[src/rtl/code_lock_ctrl.sv]
// Multi-digit code lock sequencer: digit entry, timed unlock, failed-attempt lockout.
// Optional `CODE_LOCK_CLEAR_EN adds a synchronous clear strobe that aborts an attempt.
module code_lock_ctrl #(
  parameter int unsigned                NUM_DIGITS     = 2,
  parameter logic [4*NUM_DIGITS-1:0]    CODE           = 8'h28,
  parameter int unsigned                MAX_TRIES      = 3,
  parameter int unsigned                UNLOCK_CYCLES  = 500,
  parameter int unsigned                LOCKOUT_CYCLES = 1000
) (
  input  logic                                clk,
  input  logic                                reset_n,
`ifdef CODE_LOCK_CLEAR_EN
  input  logic                                clear,
`endif
  input  logic                                enter,
  input  logic [3:0]                          digit,
  output logic                                unlocked,
  output logic                                locked_out,
  output logic                                error,
  output logic [$clog2(NUM_DIGITS+1)-1:0]     digit_idx,
  output logic [$clog2(MAX_TRIES+1)-1:0]      fail_count
);

  localparam int unsigned DW   = $clog2(NUM_DIGITS + 1);
  localparam int unsigned FW   = $clog2(MAX_TRIES + 1);
  localparam int unsigned TMAX = (UNLOCK_CYCLES > LOCKOUT_CYCLES) ? UNLOCK_CYCLES : LOCKOUT_CYCLES;
  localparam int unsigned TW   = (TMAX > 1) ? $clog2(TMAX) : 1;

  localparam logic [DW-1:0] LAST_IDX = DW'(NUM_DIGITS - 1);
  localparam logic [FW-1:0] MAX_F    = FW'(MAX_TRIES);
  localparam logic [TW-1:0] U_LAST   = TW'(UNLOCK_CYCLES - 1);
  localparam logic [TW-1:0] L_LAST   = TW'(LOCKOUT_CYCLES - 1);

  typedef enum logic [1:0] {
    S_IDLE,
    S_ENTRY,
    S_UNLOCKED,
    S_LOCKOUT
  } state_t;

  state_t        state;
  logic          mismatch;
  logic [TW-1:0] timer;

  logic [3:0]    exp_digit;
  logic          any_mm;
  logic [FW-1:0] fail_inc;
  logic          abort;

`ifdef CODE_LOCK_CLEAR_EN
  assign abort = clear;
`else
  assign abort = 1'b0;
`endif

  // Expected digit for the current position, selected with constant slices only.
  always_comb begin
    exp_digit = '0;
    for (int unsigned i = 0; i < NUM_DIGITS; i++) begin
      if (digit_idx == DW'(i)) exp_digit = CODE[4*i +: 4];
    end
    any_mm   = mismatch | (digit != exp_digit);
    fail_inc = fail_count + FW'(1);
  end

  always_ff @(posedge clk or negedge reset_n) begin
    if (!reset_n) begin
      state      <= S_IDLE;
      mismatch   <= 1'b0;
      timer      <= '0;
      unlocked   <= 1'b0;
      locked_out <= 1'b0;
      error      <= 1'b0;
      digit_idx  <= '0;
      fail_count <= '0;
    end else begin
      error <= 1'b0;
      case (state)
        S_IDLE, S_ENTRY: begin
          if (abort) begin
            state     <= S_IDLE;
            digit_idx <= '0;
            mismatch  <= 1'b0;
          end else if (enter) begin
            if (digit_idx == LAST_IDX) begin
              // Final digit: outcome includes this digit's own comparison.
              digit_idx <= '0;
              mismatch  <= 1'b0;
              timer     <= '0;
              if (!any_mm) begin
                state      <= S_UNLOCKED;
                unlocked   <= 1'b1;
                fail_count <= '0;
              end else if (fail_inc == MAX_F) begin
                state      <= S_LOCKOUT;
                locked_out <= 1'b1;
                fail_count <= MAX_F;
                error      <= 1'b1;
              end else begin
                state      <= S_IDLE;
                fail_count <= fail_inc;
                error      <= 1'b1;
              end
            end else begin
              state     <= S_ENTRY;
              digit_idx <= digit_idx + DW'(1);
              mismatch  <= any_mm;
            end
          end
        end
        S_UNLOCKED: begin
          if (timer == U_LAST) begin
            state    <= S_IDLE;
            unlocked <= 1'b0;
            timer    <= '0;
          end else begin
            timer <= timer + TW'(1);
          end
        end
        S_LOCKOUT: begin
          if (timer == L_LAST) begin
            state      <= S_IDLE;
            locked_out <= 1'b0;
            fail_count <= '0;
            timer      <= '0;
          end else begin
            timer <= timer + TW'(1);
          end
        end
        default: begin
          state <= S_IDLE;
          timer <= '0;
        end
      endcase
    end
  end

endmodule

[config.mk]
export PLATFORM = sky130hd
export DESIGN_NAME = code_lock_ctrl
export DESIGN_NICKNAME = d
export VERILOG_FILES = /design/src/rtl/code_lock_ctrl.sv
export SDC_FILE = /design/constraint.sdc
export NUM_CORES = 1
export LEC_CHECK = 0
export BUFFER_PORTS_ARGS = -buffer_cell sky130_fd_sc_hd__buf_4
export CAP_MARGIN = 15
export CORE_MARGIN = 5
export CORE_UTILIZATION = 56
export DETAILED_ROUTE_END_ITERATION = 8
export PLACE_DENSITY = 0.74
export RECOVER_POWER = 50
export SLEW_MARGIN = 20
export SYNTH_ARGS = -nofsm -noshare
export SYNTH_HDL_FRONTEND = slang
export SYNTH_SLANG_ARGS = --single-unit
[constraint.sdc]
create_clock -name clk -period 2.5 [get_ports clk]
set_input_delay 0.5 -clock clk [delete_from_list [all_inputs] [get_ports clk]]
set_output_delay 0.5 -clock clk [all_outputs]
set_load 0.01 [all_outputs]
# Yosys cells after proc, flatten, opt, wreduce, memory -nomap -nowiden
# Index checks and enable logic that the tools add are counted.
dict set report word_totals {
  register_bits 20
  latchBits 0
  ramBits 0
  rom_bits 0
  output_inout_bits 7
  word_cells 74
  mem_count 0
}
dict set report op_classes {
  add_sub_neg 3
  mul 0
  n_div 0
  magnitude_cmp 0
  n_eq_ne 15
  n_shift 0
  mux 36
  n_bitwise 1
  n_reduce_logical 11
}
# op count
set op_table {}
lappend op_table {{10-bit two-way mux} 4}
lappend op_table {{10-bit one-hot mux with 3 select lines} 1}
lappend op_table {{2-bit two-way mux} 11}
lappend op_table {{1-bit two-way mux} 14}
lappend op_table {{2-bit != test, second input constant} 7}
lappend op_table {{10-bit by 1-bit adder with 10-bit output, second input constant} 1}
lappend op_table {{10-bit == test, second input constant} 1}
lappend op_table {{10-bit by 9-bit == test with 1-bit output, second input constant} 1}
lappend op_table {{4-bit two-way mux} 2}
lappend op_table {{2-bit == test, second input constant} 3}
lappend op_table {{2-bit one-hot mux with 3 select lines} 1}
lappend op_table {{6-bit AND reduction} 1}
lappend op_table {{5-bit AND reduction} 1}
lappend op_table {{2-bit by 1-bit adder with 2-bit output, second input constant} 2}
lappend op_table {{2-bit by 1-bit == test with 1-bit output, second input constant} 2}
lappend op_table {{2-bit zero test} 2}
lappend op_table {{4-bit != test} 1}
lappend op_table {{1-bit one-hot mux with 2 select lines} 2}
lappend op_table {{2-bit one-hot mux with 2 select lines} 1}
lappend op_table {{2-bit AND reduction} 2}
lappend op_table {{4-bit AND reduction} 1}
lappend op_table {{2-bit nonzero test} 2}
lappend op_table {{3-bit AND reduction} 1}
lappend op_table {{2-bit OR reduction} 1}
lappend op_table {{1-bit OR} 1}

# Depth between registers and ports, before layout
# Gate-level depths: netlist (run 1).
dict set report logic_depth {
  depth_word 9
  ltp_mapped 6
  depth_no_buf 5
}

# Worst setup path after synthesis (run 1)
# Ideal clock, no wire load.
dict set report synth_timing {
  path_type {register to register}
  startpoint {register timer[2]}
  endpoint {register state[1]}
  setup_ns 0.118
  arrival_ns 1.689
  setup_slack_ns 0.693
  stages_incl_launch_ff 7
  n_path_buf 2
  period_less_slack_ns 1.807
  cell_sequence {dfrtp_1 -> buf_6 -> or4b_4 -> a211o_1 -> buf_6 -> a22o_1 -> a21o_1}
}
dict set report synth_between {
  elab_chain_cells 3
  word_cells_on_any_way 5
  cone_classes {4 x eq/ne; 1 x reduce/logical}
}
# item line
set synth_lines {}
lappend synth_lines {{start, declared} 43} ;# logic [TW-1:0] timer;
lappend synth_lines {{start signal, assigned} 117} ;# timer <= timer + TW'(1);
lappend synth_lines {{start signal, assigned} 127} ;# timer <= timer + TW'(1);
lappend synth_lines {{10-bit == test or 10-bit by 9-bit == test with 1-bit output (tied branches)} {121, 112}}
lappend synth_lines {{2-bit != test (no source line)} --}
lappend synth_lines {{3-bit AND reduction (no source line) *} --}
lappend synth_lines {{end signal, assigned} 113} ;# state <= S_IDLE;
lappend synth_lines {{end signal, assigned} 122} ;# state <= S_IDLE;
lappend synth_lines {{end signal, assigned} 131} ;# state <= S_IDLE;
lappend synth_lines {{end, declared} 41} ;# state_t state;
# Mark *: on every way between the ends. The rest lies on a longest branch, timed or not.
# A chain may end at the register's enable or synchronous reset.

# Final worst setup path (run 1)
# Same ends and word-level chain as after synthesis.

==> flow_metrics.py, run 1 <==
metrics = {
    "run_status": {
        "status": "finished, final reports clean",
    },
    "floorplanning": {
        "fp.dieArea_um2": 3000,
        "ioPinCount": 14,
        "die_w_um": 54.8,
        "num_rows": 16,
        "initial_core_util": 0.579,
        "die_h_um": 54.8,
        "core_area_um2": 1940,
    },
    "setup_path": {
        "reg2reg_to": "state[1]",
        "crit_fanout": 10,
        "critPathCaptureType": "flop",
        "required_ps": 2690,
        "crit_arrival_ps": 2100,
        "critPathKind": "flop to flop",
        "timing.reg2reg.setup_slack_ps": 590,
        "crit_start": "timer[2]",
        "r2r-start": "timer[2]",
        "reg2reg_depth": 4,
        "critPathLaunchType": "flop",
    },
    "cells_and_area": {
        "fin_nets": 142,
        "final_core_util": 0.631,
        "layout-drive-gt1-share": 0.153,
        "area_growth_pct": 9.13,
        "antenna_cells": 0,
    },
    "sta": {
        "fin_ws_ps": 593,
        "fin_crit_sh": 0.763,
        "fin_crit_ps": 1910,
        "clock_skew_ps": 1.05,
        "max_slew_margin": 0.304,
        "rsz0062_at_grt": "false",
        "tns_ps": 0,
        "setup_violations": 0,
        "hold_violations": 0,
        "maxSlewViolCount": 0,
        "worst_pin_slew_ps": 1040,
        "clock.fmax_mhz": 524,
    },
    "clock_network": {
        "cts_resized": 0,
        "tritoncts": "built",
        "htree_num_levels": 1,
        "cts_root_buffer": "clkbuf_4",
        "cts_buffers": 3,
        "clkSinkCount": 20,
        "clockBufferDepth": 2,
        "cts_hold_buf": 0,
        "postCtsSetupBuffers": 0,
        "clk_latency_ps": 290,
        "clk_pin_slew_ps": 100,
    },
    "pwr": {
        "ir_drop_v": 0.000779,
        "power_mw": 1.18,
        "power.leakage_nw": 0.514,
        "power_density_nw_per_um2": 963,
    },
    "routing": {
        "viasPerCell": 6.08,
        "met1_length_um": 1040,
        "finalWirelength_um": 2330,
        "top_layer": "met4",
        "first_pass_iters": 6,
        "wl_met2_um": 1140,
        "ant_nets": 0,
        "drc_errors": 0,
        "met3_length_um": 126,
        "wl_per_cell_um": 14.7,
        "drt-initial-drc-count": 22,
        "vias": 961,
    },
    "global_route": {
        "grt_start_max_net_pins": 21,
        "grt_pass1_vias": 956,
        "antenna_found_initial": 0,
        "grt_usage": 0.197,
        "grt_first_pass_wirelength_um": 4250,
        "grt-ovfl-total": 0,
    },
    "min_path": {
        "hold_path_class": "input port to async pin",
    },
    "placed_design": {
        "hpwl_um": 1700,
        "port_buffers": 13,
        "dp_slack_ps": 638,
        "gp_congestion": 0.800,
    },
    "logic_synthesis": {
        "synth_edf_count": 0,
        "synth_top_cell_by_area": "dfrtp_1",
        "yosysTopAreaCellShare": 0.445,
        "synth_cells": 121,
        "synthesis.area_um2": 1120,
        "synth_area_leaders": "dfrtp_1, nand2_1, o21ai_0",
        "async_reset_ff_frac": 1.00,
        "ys_seq_area_frac": 0.445,
        "ys_warn_count": 0,
        "syn_nets": 130,
        "synth_cell_types": 41,
        "synth_ff_type": "dfrtp_1",
        "synth_area_per_cell_um2": 9.29,
        "yosys_register_bits": 20,
    },
    "job": {
        "cap_violations": 0,
    },
}
## synth_stat cells, types with 2 or more instances
library cell / instances
clkbuf_1: 4
ha_1: 2
nor2_1: 9
o211ai_1: 2
o22ai_1: 3
a21oi_1: 3
inv_1: 8
a32o_1: 3
nor3_1: 2
buf_6: 2
dfrtp_1: 20
nand4b_1: 2
a31oi_1: 5
nand4_1: 3
o311ai_0: 2
nor4_1: 2
nand3_1: 5
nand2_1: 14
o21ai_0: 8
## power by group
part | switching [mW] | internal [mW]
logic | 0.232 | 0.228
clock network | 0.0888 | 0.0559
registers | 0.150 | 0.426
## how the worst max path moves through the flow
stage / to / slack (ps) / cells past startpoint
final: state[1] / 590 / 4
after global placement: state[1] / 670 / 4
after floorplan: state[1] / 690 / 6
after detailed placement: state[1] / 640 / 4
after CTS: state[1] / 610 / 4
after global routing: state[1] / 510 / 4
## per-layer routing
metal / track usage / up-vias
li1: - / 471
met2: 0.327 / 25
met5: 0 / -
met3: 0.0354 / 2
met1: 0.246 / 463
met4: 0.0871 / 0
## through the flow
step	instances	hold slack [ps]	instance area (um2)
finish	158	365	1230
global route	158	440	1230
global placement	155	390	1210
floorplan	121	204	1120
CTS	158	61.0	1230
detailed placement	155	392	1210
## layout by cell type, fill, tap and decap left out, drive strengths merged, types with 2 or more instances in the layout
cell / n
a21oi: 3
a31oi: 5
a32o: 3
buf: 12
clkbuf: 5
dfrtp: 20
ha: 2
inv: 8
nand2: 14
nand3: 5
nand4: 3
nand4b: 2
nor2: 9
nor3: 2
nor4: 2
o211ai: 2
o21ai: 8
o22ai: 3
o311ai: 2
## state kept, by name (all words and copies together) (netlist names)
| name | count |
|---|---|
| timer | 10 |
| digit_idx | 2 |
| fail_count | 2 |
| state | 2 |
| error | 1 |
| locked_out | 1 |
| mismatch | 1 |
| unlocked | 1 |
## logic make-up (layout without fill, tap and decap cells)
family                     count (synthesis)  after routing  synth area share
and+or+nand+nor                           48             48             0.229
AOI/OAI and AO/OA                         33             33             0.206
DFF                                       20             20             0.445
buffers and inverters                     15             25            0.0724
adders and majority gates                  2              2            0.0223
xor gates and xnor gates                   2              2            0.0156
muxes                                      1              1           0.00891
## worst max-delay path, stage by stage, from the launching register on
cell and delay, ps:
dfrtp_1 470, or4b_4 550, a211o_1 410, a22o_1 230
a21o_1 150
## area by class of cell
cell class | count | area [um2]
inverter | 8 | 30.0
clock buffer | 3 | 22.5
timing repair buffer | 14 | 97.6
sequential | 20 | 500
tap | 27 | 33.8
fill | 173 | 716
multi-input combinational | 86 | 542
No activity file was read; power rests on OpenSTA's default activity.
==> run 2, diff against run 1 <==
==> constraint.sdc (replaced) <==
create_clock -name clk -period 1.96 [get_ports clk]
set_input_delay 0.392 -clock clk [delete_from_list [all_inputs] [get_ports clk]]
set_output_delay 0.392 -clock clk [all_outputs]
set_load 0.01 [all_outputs]
==> run 2 against run 1 <==
Against the previous run: count of clock-buffer cells in the layout unchanged; clock power up 34%; sequential share of layout area down 1.1 points; die area unchanged; hold slack worse by 8.7 ps; critical endpoint is now timer[9]; highest routed layer unchanged.
==> flow_metrics.py, run 2 (synthesis gave the netlist of run 1 again) <==
metrics = {
    "routing": {
        "finalWirelength_um": 2390,
        "drt-initial-drc-count": 27,
        "ant_nets": 0,
        "vias": 970,
        "drc_errors": 0,
        "wl_per_cell_um": 14.8,
        "first_pass_iters": 4,
        "viasPerCell": 5.99,
    },
    "setup_path": {
        "critPathLaunchType": "flop",
        "reg2reg_to": "timer[9]",
        "critPathKind": "flop to flop",
        "timing.reg2reg.setup_slack_ps": 100,
        "r2r-start": "state[0]",
        "required_ps": 2140,
        "crit_fanout": 10,
        "crit_arrival_ps": 2040,
        "reg2reg_depth": 4,
        "critPathCaptureType": "flop",
    },
    "floorplanning": {
        "die_w_um": 54.8,
        "initial_core_util": 0.579,
        "die_h_um": 54.8,
        "ioPinCount": 14,
        "num_rows": 16,
        "core_area_um2": 1940,
        "fp.dieArea_um2": 3000,
    },
    "sta": {
        "max_slew_margin": 0.295,
        "clock.fmax_mhz": 537,
        "worst_pin_slew_ps": 1060,
        "fin_crit_sh": 0.950,
        "fin_ws_ps": 97.7,
        "setup_violations": 0,
        "maxSlewViolCount": 0,
        "fin_crit_ps": 1860,
        "tns_ps": 0,
        "clock_skew_ps": 3.84,
        "fin_hold_ws_ps": 356,
        "rsz0062_at_grt": "false",
        "hold_violations": 0,
    },
    "pwr": {
        "power_density_nw_per_um2": 1230,
        "netSwitchingFraction": 0.401,
        "power.switching_uw": 622,
        "combPwrFrac": 0.429,
        "pwr-share-seq": 0.446,
        "internal-power_uw": 931,
        "clockPowerShare": 0.125,
        "ir_drop_v": 0.000812,
        "power.leakage_nw": 0.533,
        "power_mw": 1.55,
    },
    "placed_design": {
        "hpwl_um": 1780,
        "dp_slack_ps": 127,
        "port_buffers": 13,
        "gp_congestion": 0.833,
        "placed_area_um2": 1230,
        "dp_cells": 158,
    },
    "cells_and_area": {
        "antenna_cells": 0,
        "top_register": "timer",
        "largest_reg_flops": 10,
        "final_common_cell": "dfrtp_1",
        "final_cell_mix": "dfrtp_1, buf_4, nand2_1",
        "layout-drive-gt1-share": 0.170,
        "fin_nets": 146,
        "area_growth_pct": 12.0,
        "stdcell_area_um2": 1260,
        "final_cells": 162,
        "final_core_util": 0.648,
    },
    "global_route": {
        "grt_first_pass_wirelength_um": 4170,
        "grt-ovfl-total": 0,
        "antenna_found_initial": 0,
        "grt_start_max_net_pins": 21,
        "grt_usage": 0.193,
        "grt_pass1_vias": 931,
    },
    "clock_network": {
        "htree_num_levels": 1,
        "cts_root_buffer": "clkbuf_4",
        "clk_pin_slew_ps": 110,
        "clk_latency_ps": 300,
        "clockBufferDepth": 2,
        "cts_buffers": 3,
        "clkSinkCount": 20,
        "tritoncts": "built",
    },
    "run_status": {
        "status": "finished, final reports clean",
    },
    "min_path": {
        "hold_path_class": "input port to flop",
        "hp-start": "enter",
        "hold_end": "state[0]",
        "hold_path_depth": 3,
    },
    "job": {
        "cap_violations": 0,
    },
}
## run 2: changes by cell type in the layout (fill, tap and decap cells not counted), sizes merged
| cell | before | now |
|---|---|---|
| buf | 12 | 15 |
| dlygate4sd3 | 0 | 1 |
## run 2: layout make-up
cell class | count | area, um2
fill | 170 | 683
multi-input combinational | 86 | 542
sequential | 20 | 500
timing repair buffer | 18 | 130
tap | 27 | 33.8
inverter | 8 | 30.0
clock buffer | 3 | 22.5
## run 2: what timing repair did
action                    in CTS  in global routing
resized for setup              0                  0
hold buffers                   1                  0
setup buffers                  0                  0
hold endpoints to repair      20                  0
## run 2: metal layers
layer  GRT usage  wire length (um)  up-vias
li1            -                 -      478
met1       0.273              1150      466
met2       0.287              1120       22
met3      0.0300                96        4
met4      0.0871                27        0
met5           0                 0        -
## run 2: worst max path at each step
| stage | from | end | cells after the start | slack [ps] |
|---|---|---|---|---|
| 4_1_cts | state[0] | state[1] | 4 | 110 |
| 2_1_floorplan | timer[2] | state[1] | 6 | 150 |
| 3_5_place_dp | state[0] | state[1] | 4 | 130 |
| 6_report | state[0] | timer[9] | 4 | 100 |
| 3_3_place_gp | state[0] | state[1] | 4 | 160 |
| 5_1_grt | state[0] | timer[0] | 4 | 30 |
## run 2: power groups by stage
stage | Sequential, mW | Combinational, mW | Clock, mW
5_1_grt | 0.717 | 0.746 | 0.216
6_report | 0.692 | 0.666 | 0.194
2_1_floorplan | 0.665 | 0.486 | 0
4_1_cts | 0.691 | 0.672 | 0.200
3_3_place_gp | 0.688 | 0.649 | 0
3_5_place_dp | 0.701 | 0.668 | 0
## run 2: worst max-delay path, stage by stage, from the launching register on
cell,delay (ps)
dfrtp_1,430
or4b_4,550
a211o_1,410
nand2_1,220
o21ai_0,130
